### src/rtl/afifo_rd_pack_if.sv
// afifo_rd_pack_if: packed-word valid/ready bundle.
// master drives the beat, slave returns out_rdy.
interface afifo_rd_pack_if #(
  parameter int DW   = 20,
  parameter int CNTW = 3
);
  logic [DW-1:0]   out_dat;
  logic [CNTW-1:0] out_cnt;
  logic            out_vld;
  logic            out_rdy;

  modport master (
    output out_dat,
    output out_cnt,
    output out_vld,
    input  out_rdy
  );

  modport slave (
    input  out_dat,
    input  out_cnt,
    input  out_vld,
    output out_rdy
  );
endinterface

### src/rtl/afifo_rd_pack.sv
// afifo_rd_pack: pops afifo words and packs PACK_NUM of them per beat.
// Define AFIFO_RD_PACK_STAT_EN to add stat_words/stat_packs counters.
module afifo_rd_pack #(
  parameter int BITWID   = 5,
  parameter int PACK_NUM = 4,
  parameter int CNTW     = 3
) (
  input  logic              clk,
  input  logic              rst,
  input  logic              empty,
  output logic              rd,
  input  logic [BITWID-1:0] rd_dat,
  input  logic              rd_dat_vld,
  input  logic              flush,
  output logic              flush_done,
  output logic              err_unexp,
`ifdef AFIFO_RD_PACK_STAT_EN
  output logic [31:0]       stat_words,
  output logic [31:0]       stat_packs,
`endif
  afifo_rd_pack_if.master   beat
);

  localparam int DW = PACK_NUM * BITWID;

  localparam logic [1:0] RUN      = 2'd0;
  localparam logic [1:0] FL_DRAIN = 2'd1;
  localparam logic [1:0] FL_XFER  = 2'd2;
  localparam logic [1:0] FL_DONE  = 2'd3;

  localparam logic [CNTW-1:0] FULL = CNTW'(PACK_NUM);
  localparam logic [CNTW:0]   LIM  = (CNTW+1)'(PACK_NUM);

  logic [1:0]      state;
  logic [1:0]      state_nxt;
  logic [CNTW-1:0] asm_cnt;
  logic [DW-1:0]   asm_dat;
  logic            pend;
  logic            full;
  logic            free;
  logic            xfer;
  logic            room;
  logic            store;
  logic [CNTW:0]   used;
  logic [CNTW-1:0] slot;

  assign full = asm_cnt == FULL;
  assign free = ~beat.out_vld | beat.out_rdy;
  assign xfer = free & (full |
                (state == FL_XFER && asm_cnt != '0));

  assign used = {1'b0, asm_cnt} + {{CNTW{1'b0}}, pend};

  // The last slot may be requested early when the output is free:
  // that word arrives exactly as the full pack leaves.
  assign room = (used < LIM) |
                ((used == LIM) & pend & free);

  assign rd = ~rst & ~empty & (state == RUN) & (room | xfer);

  assign slot  = xfer ? '0 : asm_cnt;
  assign store = rd_dat_vld & (xfer | ~full);

  assign flush_done = state == FL_DONE;

  always_comb begin
    state_nxt = state;
    unique case (state)
      RUN:      if (flush) state_nxt = FL_DRAIN;
      FL_DRAIN: if (!pend) state_nxt = FL_XFER;
      FL_XFER:  if (asm_cnt == '0 || xfer)
                  state_nxt = FL_DONE;
      FL_DONE:  state_nxt = RUN;
    endcase
  end

  always_ff @(posedge clk) begin
    if (rst) begin
      state        <= RUN;
      asm_cnt      <= '0;
      asm_dat      <= '0;
      pend         <= 1'b0;
      err_unexp    <= 1'b0;
      beat.out_dat <= '0;
      beat.out_cnt <= '0;
      beat.out_vld <= 1'b0;
    end else begin
      state <= state_nxt;
      pend  <= rd;
      if (rd_dat_vld & ~pend) err_unexp <= 1'b1;
      if (xfer) begin
        beat.out_dat <= asm_dat;
        beat.out_cnt <= asm_cnt;
        beat.out_vld <= 1'b1;
        asm_dat      <= '0;
        asm_cnt      <= '0;
      end else if (beat.out_rdy) begin
        beat.out_vld <= 1'b0;
      end
      if (store) begin
        asm_dat[slot*BITWID +: BITWID] <= rd_dat;
        asm_cnt <= xfer ? CNTW'(1) : asm_cnt + CNTW'(1);
      end
    end
  end

`ifdef AFIFO_RD_PACK_STAT_EN
  always_ff @(posedge clk) begin
    if (rst) begin
      stat_words <= '0;
      stat_packs <= '0;
    end else begin
      if (store) stat_words <= stat_words + 32'd1;
      if (beat.out_vld & beat.out_rdy)
        stat_packs <= stat_packs + 32'd1;
    end
  end
`endif

endmodule

### src/flat_wrapper.sv
// flat-port wrapper written by rule: the top's interface ports become plain ports
module afifo_rd_pack_flat 
#(
  parameter int BITWID   = 5,
  parameter int PACK_NUM = 4,
  parameter int CNTW     = 3
)
  (clk, rst, empty, rd, rd_dat, rd_dat_vld, flush, flush_done, err_unexp, beat_out_dat, beat_out_cnt, beat_out_vld, beat_out_rdy);
  afifo_rd_pack_if #(.DW(((4) * (5))), .CNTW(CNTW)) beat_i ();
  input  logic clk;
  input  logic rst;
  input  logic empty;
  output logic rd;
  input  logic [BITWID-1:0] rd_dat;
  input  logic rd_dat_vld;
  input  logic flush;
  output logic flush_done;
  output logic err_unexp;
  output wire logic [$bits(beat_i.out_dat)-1:0] beat_out_dat;
  output wire logic [$bits(beat_i.out_cnt)-1:0] beat_out_cnt;
  output wire logic [$bits(beat_i.out_vld)-1:0] beat_out_vld;
  input wire logic [$bits(beat_i.out_rdy)-1:0] beat_out_rdy;
  assign beat_out_dat = beat_i.out_dat;
  assign beat_out_cnt = beat_i.out_cnt;
  assign beat_out_vld = beat_i.out_vld;
  assign beat_i.out_rdy = beat_out_rdy;
  afifo_rd_pack #(.BITWID(BITWID), .PACK_NUM(PACK_NUM), .CNTW(CNTW)) u_core (.clk(clk), .rst(rst), .empty(empty), .rd(rd), .rd_dat(rd_dat), .rd_dat_vld(rd_dat_vld), .flush(flush), .flush_done(flush_done), .err_unexp(err_unexp), .beat(beat_i));
endmodule
### config.mk
export PLATFORM = sky130hd
export DESIGN_NAME = afifo_rd_pack_flat
export DESIGN_NICKNAME = d
export VERILOG_FILES = /design/src/rtl/afifo_rd_pack_if.sv /design/src/rtl/afifo_rd_pack.sv /design/src/flat_wrapper.sv
export SDC_FILE = /design/constraint.sdc
export NUM_CORES = 1
export LEC_CHECK = 0
export CAP_MARGIN = 20
export CORE_UTILIZATION = 52
export CTS_CLUSTER_DIAMETER = 40
export DETAILED_ROUTE_END_ITERATION = 6
export HOLD_SLACK_MARGIN = 0.15
export MAX_ROUTING_LAYER = met4
export PLACE_DENSITY_LB_ADDON = 0.12
export SLEW_MARGIN = 25
export SYNTH_ARGS = -nofsm -noshare
export SYNTH_HDL_FRONTEND = slang
export SYNTH_SLANG_ARGS = --single-unit
### constraint.sdc
create_clock -name clk -period 3.2 [get_ports clk]
set_input_delay 0.48 -clock clk [delete_from_list [all_inputs] [get_ports clk]]
set_output_delay 0.48 -clock clk [all_outputs]
set_load 0.02 [all_outputs]
### Word level (Yosys, flattened, before mapping)

Cells that the tools add are included.

* input bits: 11
* register bits after elaboration: 51
* word-level logic and storage cells: 61

* eq/ne operators: 8
* magnitude comparators: 1
* bitwise gates (word level): 18
* $add $sub $neg: 3
* multiplexer cells: 13
* multipliers: 1
* reduce and logical (&&, ||, !) cells: 7
* shift-type cells: 2

Operators by type and width (count)
* $mux 20: 3
* $neg 6->34: 1
* $shift 5x34->20 const A: 1
* $shiftx 5x34->20: 1
* $bwmux 20: 1
* $mux 3: 3
* $and 1x1->1: 8
* $pmux 2 s4: 1
* $mul 3x3->6 const B: 1
* $mux 2: 3
* $ne 2x2->1 const B: 3
* $not 1->1: 5
* $or 1x1->1: 5
* $add 3x1->4: 1
* $eq 2x2->1 const B: 2
* $eq 4x3->1 const B: 1
* $lt 4x3->1 const B: 1
* $add 3x1->3 const B: 1
* $eq 3x3->1 const B: 1
* $logic_not 3->1: 1
* $reduce_and 3->1: 1
* $reduce_bool 3->1: 1
* $eq 2x1->1 const B: 1
* $logic_not 2->1: 1
* 4 further kinds: 5

### Depth between registers and ports, before layout

* depth in word-level cells: 10
* depth in mapped cells: 11

### Worst setup path after synthesis

OpenSTA, ideal clock, no wires.

* path kind: reg2out
* from: register u_core.asm_cnt[0]
* to: output rd
* arrival time: 1.988 ns
* slack: 0.732 ns
* data required time: 2.720 ns
* buffers on the path: 1
* cell stages (with the launch flop): 9
* path through: dfxtp_1 > inv_1 > ha_1 > mux2i_1 > or2_1 > buf_6 > nand2_2 > inv_1 > a311oi_1

* longest elaborated chain between the ends: 7
* elaborated cells between the ends (all ways): 13

Ends and longest elaborated chain
* start, declared: line afifo_rd_pack.sv:36 `logic [CNTW-1:0] asm_cnt;`
* start signal, assigned: line afifo_rd_pack.sv:102 `asm_cnt <= xfer ? CNTW'(1) : asm_cnt + CNTW'(1);`
* $add 3x1->4: line afifo_rd_pack.sv:52 `assign used = {1'b0, asm_cnt} + {{CNTW{1'b0}}, pend};`
* $eq 4x3->1: line afifo_rd_pack.sv:57 `((used == LIM) & pend & free);`
* $and 1x1->1 (2 in a row): line afifo_rd_pack.sv:57
* $or 1x1->1: line afifo_rd_pack.sv:56 `assign room = (used < LIM) |`
* $or 1x1->1 *: line afifo_rd_pack.sv:59 `assign rd = ~rst & ~empty & (state == RUN) & (room | xfer);`
* $and 1x1->1 *: line afifo_rd_pack.sv:59
* end, declared: line flat_wrapper.sv:13 `output logic rd;`

Every way passes the cells marked *; elsewhere a longest branch is shown, timed or not.

### Worst setup path in the final report

* from: register u_core.state[0]
* to: output rd

* longest elaborated chain between the ends: 6
* elaborated cells between the ends (all ways): 8

Ends and longest elaborated chain
* start, declared: line afifo_rd_pack.sv:34 `logic [1:0] state;`
* start signal, assigned: line afifo_rd_pack.sv:88 `state <= state_nxt;`
* $eq 2x2->1: line afifo_rd_pack.sv:50 `(state == FL_XFER && asm_cnt != '0));`
* $logic_and 1x1->1: line afifo_rd_pack.sv:50
* $or 1x1->1: line afifo_rd_pack.sv:49 `assign xfer = free & (full |`
* $and 1x1->1: line afifo_rd_pack.sv:49
* $or 1x1->1: line afifo_rd_pack.sv:59
* $and 1x1->1 *: line afifo_rd_pack.sv:59

Marks and branches as above.

==> flow_metrics.tcl <==
set metrics [dict create \
    synth-seq-area-share 0.4488 \
    p_total_w 0.001494 \
    synthesized_area_per_cell_um2 9.135 \
    critical_path.startpoint_type "flip-flop" \
    quantity_of_gates_resized_following_cts 0 \
    ys_seq_elements 51 \
    timing.setup.tns_ns 0 \
    drt-wirelength-per-cell_um 13.60 \
    setup_viol 0 \
    most_used_standard_cell_by_instance_count_after_synthesis "sky130_fd_sc_hd__nand2_1" \
    number_of_cells_traversed_by_the_worst_register_to_register_path 9 \
    hp-class "flip-flop to flip-flop" \
    fillCellCount 340 \
    post-dp-hpwl_um 3182 \
    synth-simple-area-share 0.2046 \
    wl_um 4583 \
    route.detailed.vias_per_inst 5.276 \
    start_util 0.5566 \
    rows 23 \
    setup_slack_ns 0.5842 \
    irDropWorstVdd_v 0.0002508 \
    synth_area_leaders "sky130_fd_sc_hd__dfxtp_1, sky130_fd_sc_hd__nand2_1, sky130_fd_sc_hd__ha_1" \
    crit_buf_inv 3 \
    worstPathArrival_ns 2.14 \
    clk_root_buffer_cell "sky130_fd_sc_hd__clkbuf_8" \
    post_synth_fa_ha_maj_area_fraction 0.06601 \
    antenna_violating_nets_post_route 0 \
    mappedNetlistNets 272 \
    post_synth_mux_area_share 0.03080 \
    area_delta_synth_final_pct 22.88 \
    drt_iter0_markers 104 \
    cp_slowest_stage_delay_ns 0.33 \
    ratio_of_cells_with_drive_above_1_in_the_final_layout 0.09408 \
    worst_r2r_startpoint "u_core.state[0]" \
    end_kind "output port" \
    cts_setup_buffers 0 \
    routabilityCongestion 0.8699 \
    tritoncts.num_buffers 5 \
    rsz_0062_raised_after_global_routing "false" \
    synth_top_area_share 0.4488 \
    grt.total_usage 0.2335 \
    list_of_cells_traversed_by_the_critical_path "inv_1 > ha_1 > mux2i_1 > or2_1 > nand2_2 > inv_1 > a311oi_1 > dlymetal6s2s_1" \
    max-slew-margin-rel 0.7357 \
    timing.clock.skew_ns 0.008542 \
    multiInputGateArea_mm2 0.001135 \
    reg2reg_to "u_core.asm_dat[17]" \
    holdCritStartpoint "u_core.beat.out_dat[13]" \
    firstDrtPassIters 4 \
    synth-edff-count 0 \
    drc 0 \
    synthesis.yosys.warnings 0 \
    clock-sinks 51 \
    worst_setup_slack_post_dpl_ns 0.2577 \
    largest_delay_contributor_family_on_the_critical_path "buffers and inverters" \
    status "finished clean" \
    worst-r2r-setup-slack_ns 0.75 \
    numnets_final 310 \
    static-leakage-power_nw 1.072 \
    congestion_overflow_gr 0 \
    finish.utilization 0.6840 \
    final-seq-area_mm2 0.001021 \
    fp.coreArea_mm2 0.004086 \
    dominantRegCellSynth "sky130_fd_sc_hd__dfxtp_1" \
    finalWorstPathRequiredPeriod_ns 2.616 \
    cp_common_cell "sky130_fd_sc_hd__inv_1" \
    design.die.area_mm2 0.004643 \
    number_of_antenna_violations_at_the_first_check_in_global_routing 0 \
    crit_type "flip-flop to output port" \
    synth_compound_gate_area_share 0.1667 \
    power_density_over_cell_area_mw_per_mm2 534.4 \
    synth.cell_area_mm2 0.002275 \
    critical-path-slowest-cell "sky130_fd_sc_hd__dfxtp_1" \
    antenna-diode-count 0 \
    drv_cap 0 \
    synth-xor-area-share 0.03080 \
    path_max_fanout 5 \
    synth.top_cells.by_count "sky130_fd_sc_hd__nand2_1, sky130_fd_sc_hd__dfxtp_1, sky130_fd_sc_hd__a21oi_1" \
    synth_top_family_by_area "simple AND/OR/NAND/NOR gates" \
    worst_pin_slew_ns 0.3965 \
    timing.fmax_ghz 0.3823 \
    cts-hold-fix-buffers 0 \
    worst_hold_path.endpoint "u_core.beat.out_dat[13]" \
    worst_hold_path.num_cells 2 \
    ctsHtreeMaxLevel 2 \
    worst_skew_pair.late_latency_ns 0.30 \
    synth_largest_area_cell "sky130_fd_sc_hd__dfxtp_1" \
    postSynthCellCount 249 \
    worstPathRequired_ns 2.72 \
    final_min_period_over_clock_period 0.8174 \
    first_pass_grt_wire_length_um 7748 \
    tritoncts "done" \
    io_buffer_count 37 \
    number_of_global_route_vias_before_repair 1605 \
    drv_slew 0 \
    async_flop_share 0 \
    ioPinCount 38 \
    grt_start_max_net_pins 45 \
    synth_cell_type_count 41 \
    die_h_um 68.14 \
    clkSlewWorstSetupHoldPaths_ns 0.09 \
    number_of_buffers_between_clock_root_and_the_deepest_sink 2 \
    die_width_um 68.14 \
    route.vias.total 1778 \
    final_report_hold_violation_count 0 \
]
## logic make-up (layout without fill, tap and decap cells)
| group | count (synthesis) | after routing |
|---|---|---|
| flops | 51 | 51 |
| compound gates | 56 | 56 |
| xor+xnor | 5 | 5 |
| fa+ha+maj | 12 | 12 |
| buf+inv | 26 | 64 |
| mux | 7 | 7 |
| simple gates | 92 | 92 |
## stage by stage
stage | cell area [µm²] | hold WS (ns) | instances
floorplan | 2275 | 0.4319 | 249
global placement | 2686 | 0.4397 | 330
detailed placement | 2686 | 0.4456 | 330
CTS | 2793 | 0.4584 | 337
global route | 2795 | 0.4741 | 337
finish | 2795 | 0.4558 | 337
## worst min-delay path: stages (launching register included)
cell	delay (ns)
sky130_fd_sc_hd__dfxtp_1	0.32
sky130_fd_sc_hd__nand2_1	0.05
sky130_fd_sc_hd__a21oi_1	0.05
## how the worst max path moves through the flow
stage / start / endpoint / cells after the start
2_1_floorplan: u_core.asm_cnt[0] / rd / 8
3_3_place_gp: beat_out_rdy / rd / 7
3_5_place_dp: beat_out_rdy / rd / 7
4_1_cts: u_core.state[0] / rd / 8
5_1_grt: u_core.state[0] / rd / 8
6_report: u_core.state[0] / rd / 8
## layout make-up
class	instances	area share
flip-flops and latches	51	0.3653
multi-input cells	172	0.4060
clock buffers	5	0.02462
well taps	50	0.02238
inverters	14	0.01880
repair buffers	43	0.1495
clock inverters	2	0.01343
## layout by cell type, fill, tap and decap left out, types with 2 or more instances in the layout
cell type / synthesis / final
sky130_fd_sc_hd__a21oi_1: 26 / 26
sky130_fd_sc_hd__a22o_1: 10 / 10
sky130_fd_sc_hd__a311oi_1: 2 / 2
sky130_fd_sc_hd__a31oi_2: 2 / 2
sky130_fd_sc_hd__buf_4: 1 / 6
sky130_fd_sc_hd__clkbuf_8: 0 / 5
sky130_fd_sc_hd__clkdlybuf4s50_1: 0 / 36
sky130_fd_sc_hd__dfxtp_1: 51 / 51
sky130_fd_sc_hd__ha_1: 12 / 12
sky130_fd_sc_hd__inv_1: 14 / 14
sky130_fd_sc_hd__mux2i_1: 7 / 7
sky130_fd_sc_hd__nand2_1: 52 / 52
sky130_fd_sc_hd__nand2_2: 2 / 2
sky130_fd_sc_hd__nand2b_1: 6 / 6
sky130_fd_sc_hd__nand3_1: 2 / 2
sky130_fd_sc_hd__nand3b_1: 6 / 6
sky130_fd_sc_hd__nor2_1: 8 / 8
sky130_fd_sc_hd__nor2b_1: 5 / 5
sky130_fd_sc_hd__nor3_1: 3 / 3
sky130_fd_sc_hd__nor3_4: 2 / 2
sky130_fd_sc_hd__o21ai_0: 3 / 3
sky130_fd_sc_hd__o22ai_1: 5 / 5
sky130_fd_sc_hd__xnor2_1: 2 / 2
## flip-flops by register name, indices dropped and copies added, names as in the netlist
signal               flops
u_core.err_unexp         1
u_core.beat.out_cnt      3
u_core.asm_dat          20
u_core.beat.out_dat     20
u_core.state             2
u_core.pend              1
u_core.asm_cnt           3
u_core.beat.out_vld      1
## power by group
group / internal [W] / switching (W) / total (W)
clock network: 0.000229 / 0.000212 / 0.000440
logic: 0.000141 / 0.000221 / 0.000363
registers: 0.000667 / 0.0000232 / 0.000690
## metal layers
metal | GRT usage | wire, µm | vias to the layer above
li1 | - | - | 917
met3 | 0.04000 | 238 | 3
met1 | 0.3279 | 2289 | 811
met2 | 0.3321 | 2027 | 47
met4 | 0.08594 | 28 | 0
met5 | - | 0 | -
Note: power is estimated with default switching activity, not from simulation.
